## config.mk

```make
export PLATFORM = sky130hd
export DESIGN_NAME = ifetch_guard_mp
export DESIGN_NICKNAME = d
export VERILOG_FILES = /design/src/rtl/ifetch_guard_mp.sv
export SDC_FILE = /design/constraint.sdc
export NUM_CORES = 1
export LEC_CHECK = 0
export BUFFER_PORTS_ARGS = -buffer_cell sky130_fd_sc_hd__buf_2
export CELL_PAD_IN_SITES_DETAIL_PLACEMENT = 1
export CELL_PAD_IN_SITES_GLOBAL_PLACEMENT = 2
export CORE_MARGIN = 2
export CORE_UTILIZATION = 24
export CTS_CLUSTER_DIAMETER = 30
export DETAILED_ROUTE_END_ITERATION = 16
export PLACE_DENSITY_LB_ADDON = 0.1
export SETUP_SLACK_MARGIN = 0.4
export SYNTH_ARGS = -nofsm -noshare
export SYNTH_HDL_FRONTEND = slang
export SYNTH_SLANG_ARGS = --single-unit
```

## constraint.sdc

```tcl
create_clock -name clk -period 2.4 [get_ports clk]
set_clock_uncertainty 0.1 [all_clocks]
set_input_delay 0.24 -clock clk [delete_from_list [all_inputs] [get_ports clk]]
set_output_delay 0.24 -clock clk [all_outputs]
set_load 0.01 [all_outputs]
```

## src/rtl/ifetch_guard_mp.sv

```systemverilog
// Instruction-fetch execute-permission guard for NPORTS fetch channels.
// Denied fetches are blocked, counted, and the first one is reported to the trap unit.
module ifetch_guard_mp #(
    parameter int         NPORTS     = 2,
    parameter int         ADDR_W     = 32,
    parameter logic [4:0] CAUSE_CODE = 5'hA,
    parameter int         CNT_W      = 16
) (
    input  logic                     clk,
    input  logic                     rst_n,
    input  logic [NPORTS-1:0]        if_req_i,
    input  logic [NPORTS*ADDR_W-1:0] if_addr_i,
    input  logic [NPORTS-1:0]        mpu_exec_allow_i,
    output logic [NPORTS-1:0]        if_req_o,
    input  logic [NPORTS-1:0]        ic_miss_i,
    output logic [NPORTS-1:0]        block_refill_o,
    output logic                     fault_valid_o,
    input  logic                     fault_ack_i,
    output logic [31:0]              fault_cause_o,
    output logic [ADDR_W-1:0]        fault_tval_o,
    output logic [2:0]               fault_port_o,
    output logic [CNT_W-1:0]         deny_cnt_o,
    output logic                     busy_o
);

    typedef enum logic [1:0] {
        RUN     = 2'd0,
        HOLD    = 2'd1,
        RECOVER = 2'd2
    } state_t;

    localparam int SUM_W = CNT_W + 4;

    state_t              state_q, state_d;
    logic                fault_valid_q, fault_valid_d;
    logic [ADDR_W-1:0]   fault_tval_q, fault_tval_d;
    logic [2:0]          fault_port_q, fault_port_d;
    logic [CNT_W-1:0]    deny_cnt_q, deny_cnt_d;

    logic [NPORTS-1:0]   denied;
    logic [2:0]          sel_port;
    logic [ADDR_W-1:0]   sel_addr;
    logic                in_run;

    function automatic logic [3:0] popcount(input logic [NPORTS-1:0] v);
        logic [3:0] n;
        n = '0;
        for (int i = 0; i < NPORTS; i++) begin
            n = n + 4'(v[i]);
        end
        return n;
    endfunction

    // A sum crossing the top of the counter range clamps instead of wrapping.
    function automatic logic [CNT_W-1:0] sat_add(input logic [CNT_W-1:0] c, input logic [3:0] p);
        logic [SUM_W-1:0] s;
        logic [CNT_W-1:0] mx;
        mx = '1;
        s  = SUM_W'(c) + SUM_W'(p);
        if (s > SUM_W'(mx)) begin
            return mx;
        end
        return s[CNT_W-1:0];
    endfunction

    assign in_run = (state_q == RUN);
    assign denied = if_req_i & ~mpu_exec_allow_i;

    always_comb begin
        sel_port = '0;
        sel_addr = '0;
        // Scan downward so the lowest-index denial wins.
        for (int k = NPORTS - 1; k >= 0; k--) begin
            if (denied[k]) begin
                sel_port = 3'(k);
                sel_addr = if_addr_i[k*ADDR_W +: ADDR_W];
            end
        end
    end

    always_comb begin
        state_d       = state_q;
        fault_valid_d = fault_valid_q;
        fault_tval_d  = fault_tval_q;
        fault_port_d  = fault_port_q;
        deny_cnt_d    = sat_add(deny_cnt_q, popcount(denied));
        case (state_q)
            RUN: begin
                if (|denied) begin
                    state_d       = HOLD;
                    fault_valid_d = 1'b1;
                    fault_tval_d  = sel_addr;
                    fault_port_d  = sel_port;
                end
            end
            HOLD: begin
                if (fault_ack_i) begin
                    state_d       = RECOVER;
                    fault_valid_d = 1'b0;
                end
            end
            RECOVER: begin
                state_d = RUN;
            end
            default: begin
                state_d       = RUN;
                fault_valid_d = 1'b0;
            end
        endcase
    end

    always_ff @(posedge clk or negedge rst_n) begin
        if (!rst_n) begin
            state_q       <= RUN;
            fault_valid_q <= 1'b0;
            fault_tval_q  <= '0;
            fault_port_q  <= '0;
            deny_cnt_q    <= '0;
        end else begin
            state_q       <= state_d;
            fault_valid_q <= fault_valid_d;
            fault_tval_q  <= fault_tval_d;
            fault_port_q  <= fault_port_d;
            deny_cnt_q    <= deny_cnt_d;
        end
    end

    assign if_req_o       = in_run ? (if_req_i & mpu_exec_allow_i) : '0;
    assign block_refill_o = ic_miss_i & (~mpu_exec_allow_i | {NPORTS{~in_run}});
    assign fault_valid_o  = fault_valid_q;
    assign fault_cause_o  = {27'b0, CAUSE_CODE};
    assign fault_tval_o   = fault_tval_q;
    assign fault_port_o   = fault_port_q;
    assign deny_cnt_o     = deny_cnt_q;
    assign busy_o         = ~in_run;

endmodule

```

==> impl_metrics.py, run 1 <==
metrics = {
    "outcome": {
        "run_status": "completed",
    },
    "critical_path": {
        "cp_max_fo": 3,
        "cp-end-kind": "flip-flop",
        "start_kind": "flip-flop",
        "cp.arrival_ps": 2000,
        "path_class": "flip-flop to flip-flop",
        "required_ps": 2500,
    },
    "placement": {
        "dp_slack_ps": 178,
        "dpl.hpwl_mm": 6.36,
        "dpl_cell_area_sq_um": 3400,
        "numPortBuffers": 127,
        "gp_congestion": 0.732,
    },
    "synthesis": {
        "postSynthAreaPerCell_sq_um": 10.6,
        "yosysSeqAreaShare": 0.487,
        "yosys_warnings": 0,
        "synth.cell_area_sq_um": 2670,
        "yosys_register_bits": 52,
        "synth_cells": 252,
        "synth_cell_types": 42,
    },
    "drt": {
        "via_count": 2343,
        "drtPass1Iterations": 4,
        "drc": 0,
        "wire_per_inst_microns": 16.1,
        "first_iter_violations": 79,
        "ant_nets": 0,
        "routed_via_density": 4.51,
        "wl_mm": 8.39,
    },
    "floorplanning": {
        "start_util": 0.247,
        "die_w_microns": 110,
        "die_h_microns": 110,
        "fp.dieArea_sq_um": 12000,
        "ios": 162,
        "rows": 38,
        "coreArea_sq_um": 10800,
    },
    "power": {
        "p_int_mw": 2.13,
        "vdd_ir_drop_max_v": 0.000263,
        "leakagePower_nw": 1.77,
        "p_clk_frac": 0.149,
        "swShare": 0.391,
        "power.density_nw_per_um2": 990,
        "power.switching_mw": 1.37,
        "comb_power_share": 0.433,
        "p_seq_frac": 0.417,
    },
    "sta": {
        "setup_viol": 0,
        "period_share": 0.793,
        "tightest_slew_ps": 825,
        "maxSlewViolCount": 0,
        "max-slew-margin-rel": 0.450,
        "hold_viol": 0,
        "fin_crit_ps": 1900,
        "tns_ps": 0,
        "fin_ws_ps": 497,
        "fmax_mhz": 526,
        "grt_setup_unrepaired": "true",
    },
    "layout": {
        "final_util": 0.326,
        "num-fill-cells": 1280,
        "post-route-cell-area_sq_um": 3540,
        "num_antenna_cells": 0,
        "syn2layout_area_growth_pct": 32.3,
        "mostFrequentLayoutCells": "buf_2, dfrtp_1, conb_1",
        "final_common_cell": "buf_2",
        "layout.nets": 455,
        "final_layout_size_suffix_gt1_frac": 0.439,
    },
    "global_route": {
        "grt_pass1_wl_mm": 13.0,
        "grt_overflow_total": 0,
        "antenna_found_initial": 0,
        "grt_usage": 0.139,
        "grt_start_max_net_pins": 36,
        "grt_pass1_vias": 2397,
    },
    "clock_tree": {
        "worstSkewPairLatency_ps": 310,
        "cts_root_buf": "clkbuf_8",
        "cts_inserted_buffers": 5,
        "clock-sinks": 52,
        "cts_max_level": 2,
        "max-clock-path-buffers": 2,
        "clk_pin_slew_ps": 100,
        "cts_tree": "built",
    },
    "flow_run": {
        "maxCapViolCount": 0,
    },
    "hold_path": {
        "holdCritPathClass": "input pin to flip-flop",
    },
}
## area by class of cell
cell class / instances / area (sq um) / share of cell area
clock buffers: 5 / 68.8 / 0.0194
clock inverters: 3 / 22.5 / 0.00636
inverters: 3 / 11.3 / 0.00318
multi-input cells: 181 / 1250 / 0.353
flip-flops and latches: 52 / 1300 / 0.368
well taps: 140 / 175 / 0.0495
repair buffers: 136 / 709 / 0.200
## what timing repair did
action	4_1_cts	5_1_grt
gates cloned	0	1
buffers inserted	0	1
resized for setup	3	2
hold buffers	1	0
pin swaps	0	3
endpoints found under the hold margin	33	0
endpoints found under the setup margin	12	17
## sequential cells by signal, indices dropped and copies added (netlist names)
register and cells:
deny_cnt_o 16, fault_valid_o 1, state_q 2, fault_tval_o 32
fault_port_o 1
## cell usage after synthesis (all sizes together)
cell     number  area share
o211a         1      0.0066
or2           1      0.0023
a31oi         3      0.0070
o22a          1      0.0033
nand4         3      0.0094
and3b         1      0.0033
nor3          2      0.0037
nand2b        3      0.0070
dfrtp        52        0.49
xnor2         4       0.013
nor2b         1      0.0023
o211ai        1      0.0028
mux2          3       0.014
o31ai         2      0.0056
buf          43        0.11
nand2        13       0.018
and2b         1      0.0028
nand3         5      0.0094
and3          5       0.012
a41oi         1      0.0033
ha            3       0.014
a21boi        2      0.0056
o21ai         6       0.011
nor2          6      0.0094
conb          2      0.0028
and4          3       0.012
xor2          3      0.0098
or4           1      0.0028
clkbuf        6      0.0084
o22ai        33       0.077
and2          2      0.0051
inv           3      0.0042
a21oi         4      0.0075
a2bb2oi      32        0.10
## metal layers
metal,part of all wire,up-vias,GRT usage
li1,-,1135,-
met1,0.47,1106,0.194
met2,0.44,97,0.222
met3,0.081,5,0.0302
met4,0.0057,0,0.0271
met5,0,-,0
## worst max-delay path: stages (launching register included)
cell and delay [ps]:
dfrtp_1 430, xnor2_2 160, ha_2 210, or2_4 260, ha_4 190, nand3_2 110, o21ai_0 90, mux2_2 260
## kinds of logic (layout without fill, tap and decap cells)
| group | Yosys count | in the layout | synth area share |
|---|---|---|---|
| AND/OR/NAND/NOR | 47 | 48 | 0.100 |
| multiplexers | 3 | 3 | 0.0140 |
| XOR/XNOR | 7 | 7 | 0.0229 |
| other | 2 | 34 | 0.00281 |
| buffers and inverters | 52 | 147 | 0.124 |
| adder cells (fa/ha/maj) | 3 | 3 | 0.0140 |
| AO/OA/AOI/OAI | 86 | 86 | 0.235 |
| flip-flops | 52 | 52 | 0.487 |
## per-stage QoR
step | hold slack (ps) | instances | power [mW]
finish | 106 | 520 | 3.50
detailed placement | 289 | 509 | 3.01
global route | 96.9 | 520 | 3.77
CTS | 94.8 | 518 | 3.57
floorplan | -156 | 284 | 2.37
global placement | 286 | 509 | 3.01
## power by group through the flow
| stage | Combinational, mW | Clock, mW | Sequential (mW) |
|---|---|---|---|
| after detailed placement | 1.53 | 0 | 1.48 |
| after floorplan | 0.758 | 0 | 1.61 |
| after CTS | 1.54 | 0.562 | 1.46 |
| final | 1.52 | 0.523 | 1.46 |
| after global placement | 1.54 | 0 | 1.48 |
| after global routing | 1.67 | 0.587 | 1.52 |
## final timing paths
check,startpoint,to,slack [ps],depth (start not counted)
max in group asynchronous,rst_n,deny_cnt_o[7],1070,3
min in group asynchronous,rst_n,fault_tval_o[20],440,2
hold / removal,fault_ack_i,state_q[1],110,3
setup reg to reg,deny_cnt_o[0],deny_cnt_o[11],500,7
setup / recovery,deny_cnt_o[0],deny_cnt_o[11],500,7
hold reg to reg,state_q[1],state_q[0],430,1
(Power assumes the default switching activity.)
==> run 2, diff against run 1 <==
--- a/config.mk
+++ b/config.mk
@@ -9,7 +9,7 @@
 export CELL_PAD_IN_SITES_DETAIL_PLACEMENT = 1
 export CELL_PAD_IN_SITES_GLOBAL_PLACEMENT = 2
 export CORE_MARGIN = 2
-export CORE_UTILIZATION = 24
+export CORE_UTILIZATION = 22
 export CTS_CLUSTER_DIAMETER = 30
 export DETAILED_ROUTE_END_ITERATION = 16
 export PLACE_DENSITY_LB_ADDON = 0.1
==> constraint.sdc (replaced) <==
create_clock -name clk -period 1.7 [get_ports clk]
set_clock_uncertainty 0.1 [all_clocks]
set_input_delay 0.17 -clock clk [delete_from_list [all_inputs] [get_ports clk]]
set_output_delay 0.17 -clock clk [all_outputs]
set_load 0.01 [all_outputs]
==> impl_metrics.py, run 2 (synthesized netlist as in run 1, its figures left out) <==
metrics = {
    "placement": {
        "numPortBuffers": 127,
        "gp_congestion": 0.710,
        "dpl.hpwl_mm": 6.19,
    },
    "layout": {
        "final_layout_size_suffix_gt1_frac": 0.588,
        "num_antenna_cells": 0,
        "mostFrequentLayoutCells": "buf_2, dfrtp_1, conb_1",
        "final_common_cell": "buf_2",
        "final_util": 0.361,
        "largest_reg_flops": 32,
        "syn2layout_area_growth_pct": 61.4,
        "layout.nets": 488,
        "num-fill-cells": 1361,
    },
    "floorplanning": {
        "die_w_microns": 114,
        "die_h_microns": 114,
        "start_util": 0.224,
        "rows": 40,
        "coreArea_sq_um": 12000,
        "fp.dieArea_sq_um": 13100,
        "ios": 162,
    },
    "outcome": {
        "violations": "negative setup slack",
        "run_status": "finished, violations left",
    },
    "flow_run": {
        "maxCapViolCount": 0,
    },
    "critical_path": {
        "cp_max_fo": 3,
        "cp-end-kind": "flip-flop",
        "required_ps": 1770,
        "start_kind": "flip-flop",
        "path_class": "flip-flop to flip-flop",
        "cp.arrival_ps": 1910,
        "r2r_cells": 7,
    },
    "sta": {
        "fin_ws_ps": -138,
        "period_share": 1.08,
        "tns_ps": -1570,
        "setup_viol": 16,
        "grt_setup_unrepaired": "true",
        "hold_viol": 0,
        "fin_crit_ps": 1840,
        "maxSlewViolCount": 0,
        "fmax_mhz": 544,
    },
    "clock_tree": {
        "cts_max_level": 2,
        "clock-sinks": 52,
        "cts_tree": "built",
        "worstSkewPairLatency_ps": 290,
        "cts_root_buf": "clkbuf_16",
        "max-clock-path-buffers": 2,
        "cts_inserted_buffers": 5,
        "clk_pin_slew_ps": 80,
    },
    "drt": {
        "ant_nets": 0,
        "wl_mm": 9.18,
        "wire_per_inst_microns": 16.4,
        "via_count": 2531,
        "drc": 0,
        "first_iter_violations": 103,
        "routed_via_density": 4.52,
        "drtPass1Iterations": 4,
    },
    "global_route": {
        "busiest_layer": "met2",
        "grt_pass1_vias": 2605,
        "grt_pass1_wl_mm": 14.3,
        "antenna_found_initial": 0,
        "grt_overflow_total": 0,
        "grt_usage": 0.142,
        "met3_usage": 0.0244,
        "grt_start_max_net_pins": 53,
        "met1_usage": 0.198,
        "use_met2": 0.232,
    },
    "power": {
        "total_power_mw": 6.60,
        "power.density_nw_per_um2": 1530,
        "leakagePower_nw": 2.04,
        "vdd_ir_drop_max_v": 0.000535,
    },
    "hold_path": {
        "whs_path_depth": 3,
        "holdCritPathClass": "input pin to flip-flop",
    },
}
-- run 2: what timing repair did --
action,4_1_cts,5_1_grt
buffers inserted,8,7
endpoints found under the setup margin,54,56
hold buffers,1,0
pin swaps,11,5
endpoints found under the hold margin,52,0
gates resized for setup,56,14
gates cloned,3,0
-- run 2: worst max-delay path, stage by stage, from the launching register on --
cell and delay (ps):
dfrtp_1 420, xnor2_2 140, ha_2 190, or2_4 260
ha_4 180, nand3_2 100, o21ai_1 70, mux2_4 260
-- run 2: path summary, 6_finish.rpt --
path / start / to / slack, ps
max: deny_cnt_o[0] / deny_cnt_o[13] / -140
min: fault_ack_i / state_q[1] / 40
max reg2reg: deny_cnt_o[0] / deny_cnt_o[13] / -140
min reg2reg: fault_tval_o[18] / fault_tval_o[18] / 420
max in group asynchronous: rst_n / deny_cnt_o[1] / 920
min in group asynchronous: rst_n / fault_tval_o[16] / 310
-- run 2: where the power goes --
part / total (mW) / switching, mW / internal (mW) / leakage [nW]
clock: 1.17 / 0.476 / 0.693 / 0.0798
combinational: 3.35 / 1.52 / 1.82 / 1.36
sequential: 2.08 / 0.363 / 1.72 / 0.604
-- run 2: final cells by class --
type	count	area, sq um	share of cell area
Multi-Input combinational cell	180	1490	0.346
Sequential cell	52	1300	0.302
Timing Repair Buffer	170	1150	0.267
Tap cell	147	184	0.0426
Clock buffer	5	125	0.0290
Clock inverter	3	42.5	0.00986
Inverter	3	13.8	0.00319
-- run 2: layer usage --
metal	vias to the layer above	share of wire
met4	0	0.0064
met3	4	0.062
met5	-	0
met2	100	0.48
li1	1195	-
met1	1232	0.46
-- run 2: stage by stage --
stage               setup slack (ps)  hold WS, ps  instances  area (sq um)
floorplan                       -258         -226        284          2890
global placement                -171         96.2        533          3600
detailed placement              -189         95.7        533          3600
CTS                             -172         36.5        553          4210
global route                    -205         49.4        560          4320
finish                          -138         43.8        560          4320
==> run 3, diff against run 2 <==
--- a/config.mk
+++ b/config.mk
@@ -14,6 +14,7 @@
 export DETAILED_ROUTE_END_ITERATION = 16
 export PLACE_DENSITY_LB_ADDON = 0.1
 export SETUP_SLACK_MARGIN = 0.4
+export SKIP_CTS_REPAIR_TIMING = 1
 export SYNTH_ARGS = -nofsm -noshare
 export SYNTH_HDL_FRONTEND = slang
 export SYNTH_SLANG_ARGS = --single-unit
==> impl_metrics.py, run 3 (synthesized netlist as in run 1, its figures left out) <==
metrics = {
    "drt": {
        "first_iter_violations": 81,
        "wl_mm": 9.06,
        "routed_via_density": 4.51,
        "drtPass1Iterations": 4,
        "wire_per_inst_microns": 16.3,
        "ant_nets": 0,
        "drc": 0,
        "via_count": 2505,
    },
    "global_route": {
        "met3_usage": 0.0238,
        "grt_pass1_vias": 2506,
        "antenna_found_initial": 0,
        "met1_usage": 0.177,
        "use_met2": 0.209,
        "grt_start_max_net_pins": 53,
        "grt_overflow_total": 0,
        "grt_pass1_wl_mm": 13.2,
        "busiest_layer": "met2",
        "grt_usage": 0.128,
    },
    "sta": {
        "setup_viol": 16,
        "fmax_mhz": 541,
        "hold_ws_ps": 36.6,
        "fin_crit_ps": 1850,
        "grt_setup_unrepaired": "true",
        "hold_viol": 0,
        "period_share": 1.09,
        "fin_ws_ps": -149,
        "maxSlewViolCount": 0,
    },
    "layout": {
        "instances_no_fill": 555,
        "largest_reg_flops": 32,
        "layout.nets": 483,
        "final_layout_size_suffix_gt1_frac": 0.588,
        "mostFrequentLayoutCells": "buf_2, dfrtp_1, conb_1",
        "final_common_cell": "buf_2",
        "num_antenna_cells": 0,
        "syn2layout_area_growth_pct": 59.6,
    },
    "clock_tree": {
        "max-clock-path-buffers": 2,
        "cts_tree": "built",
        "cts_max_level": 2,
        "worstSkewPairLatency_ps": 290,
        "cts_inserted_buffers": 5,
        "cts_root_buf": "clkbuf_16",
        "clock-sinks": 52,
        "clk_pin_slew_ps": 80,
    },
    "critical_path": {
        "critical_path.max_stage_delay_ps": 420,
        "required_ps": 1770,
        "start_kind": "flip-flop",
        "r2r_start": "deny_cnt_o[0]",
        "crit_chain": "xnor2_2 > ha_2 > or2_4 > ha_4 > nand3_2 > o21ai_1 > mux2_4",
        "startpoint": "deny_cnt_o[0]",
        "cp.arrival_ps": 1920,
        "cp-end-kind": "flip-flop",
        "crit_slowest_cell": "dfrtp_1",
        "cp_max_fo": 3,
        "path_class": "flip-flop to flip-flop",
    },
    "flow_run": {
        "maxCapViolCount": 0,
    },
    "power": {
        "leakagePower_nw": 2.00,
        "power.density_nw_per_um2": 1510,
        "vdd_ir_drop_max_v": 0.000522,
    },
    "placement": {
        "numPortBuffers": 127,
        "dpl.hpwl_mm": 6.19,
        "dp_cells": 533,
        "gp_congestion": 0.710,
    },
    "floorplanning": {
        "die_w_microns": 114,
        "start_util": 0.224,
        "fp.dieArea_sq_um": 13100,
        "coreArea_sq_um": 12000,
        "ios": 162,
        "rows": 40,
        "die_h_microns": 114,
    },
    "hold_path": {
        "worstHoldStart": "fault_ack_i",
        "holdCritPathClass": "input pin to flip-flop",
    },
    "outcome": {
        "run_status": "finished, violations left",
        "violations": "negative setup slack",
    },
}
==> run 3: final timing paths <==
| check | end | slack (ps) | depth (start not counted) |
|---|---|---|---|
| max | deny_cnt_o[13] | -150 | 7 |
| min reg2reg | fault_tval_o[18] | 420 | 1 |
| min in group asynchronous | fault_tval_o[14] | 310 | 3 |
| max reg2reg | deny_cnt_o[13] | -150 | 7 |
| max in group asynchronous | state_q[0] | 910 | 3 |
| min | state_q[1] | 40 | 3 |
==> run 3: metal layers <==
metal  vias up  wire length (microns)
li1       1186                      -
met1      1217                   4200
met2        98                   4260
met3         4                    531
met4         0                     59
met5         -                      0
==> run 3: metrics by stage <==
stage          setup TNS (ps)  area [sq um]  setup WS (ps)  utilization  total power, mW
6_report                -1820          4270           -149        0.357             6.45
5_1_grt                 -3070          4270           -223        0.357             6.88
4_1_cts                 -2630          3760           -211        0.315             5.61
3_5_place_dp            -2180          3600           -189        0.301             4.39
3_3_place_gp            -1920          3600           -171        0.301             4.39
2_1_floorplan           -3430          2890           -258            -             3.36
==> run 3: cell type report <==
type,count,area [sq um]
Clock buffer,5,125
Fill cell,1354,7690
Tap cell,147,184
Timing Repair Buffer,165,1080
Multi-Input combinational cell,180,1520
Sequential cell,52,1300
Clock inverter,3,42.5
Inverter,3,13.8
==> run 3: worst max-delay path, delay by kind of cell (launching register included) <==
family	cells	cell delay, ps
fa+ha+maj	2	370
xor+xnor	1	150
mux	1	260
compound gates	1	70
simple gates	2	360
flops	1	420
==> run 3: power breakdown <==
group	switching (mW)	leakage, nW	internal, mW
combinational	1.49	1.32	1.71
clock	0.484	0.0798	0.694
sequential	0.362	0.604	1.72
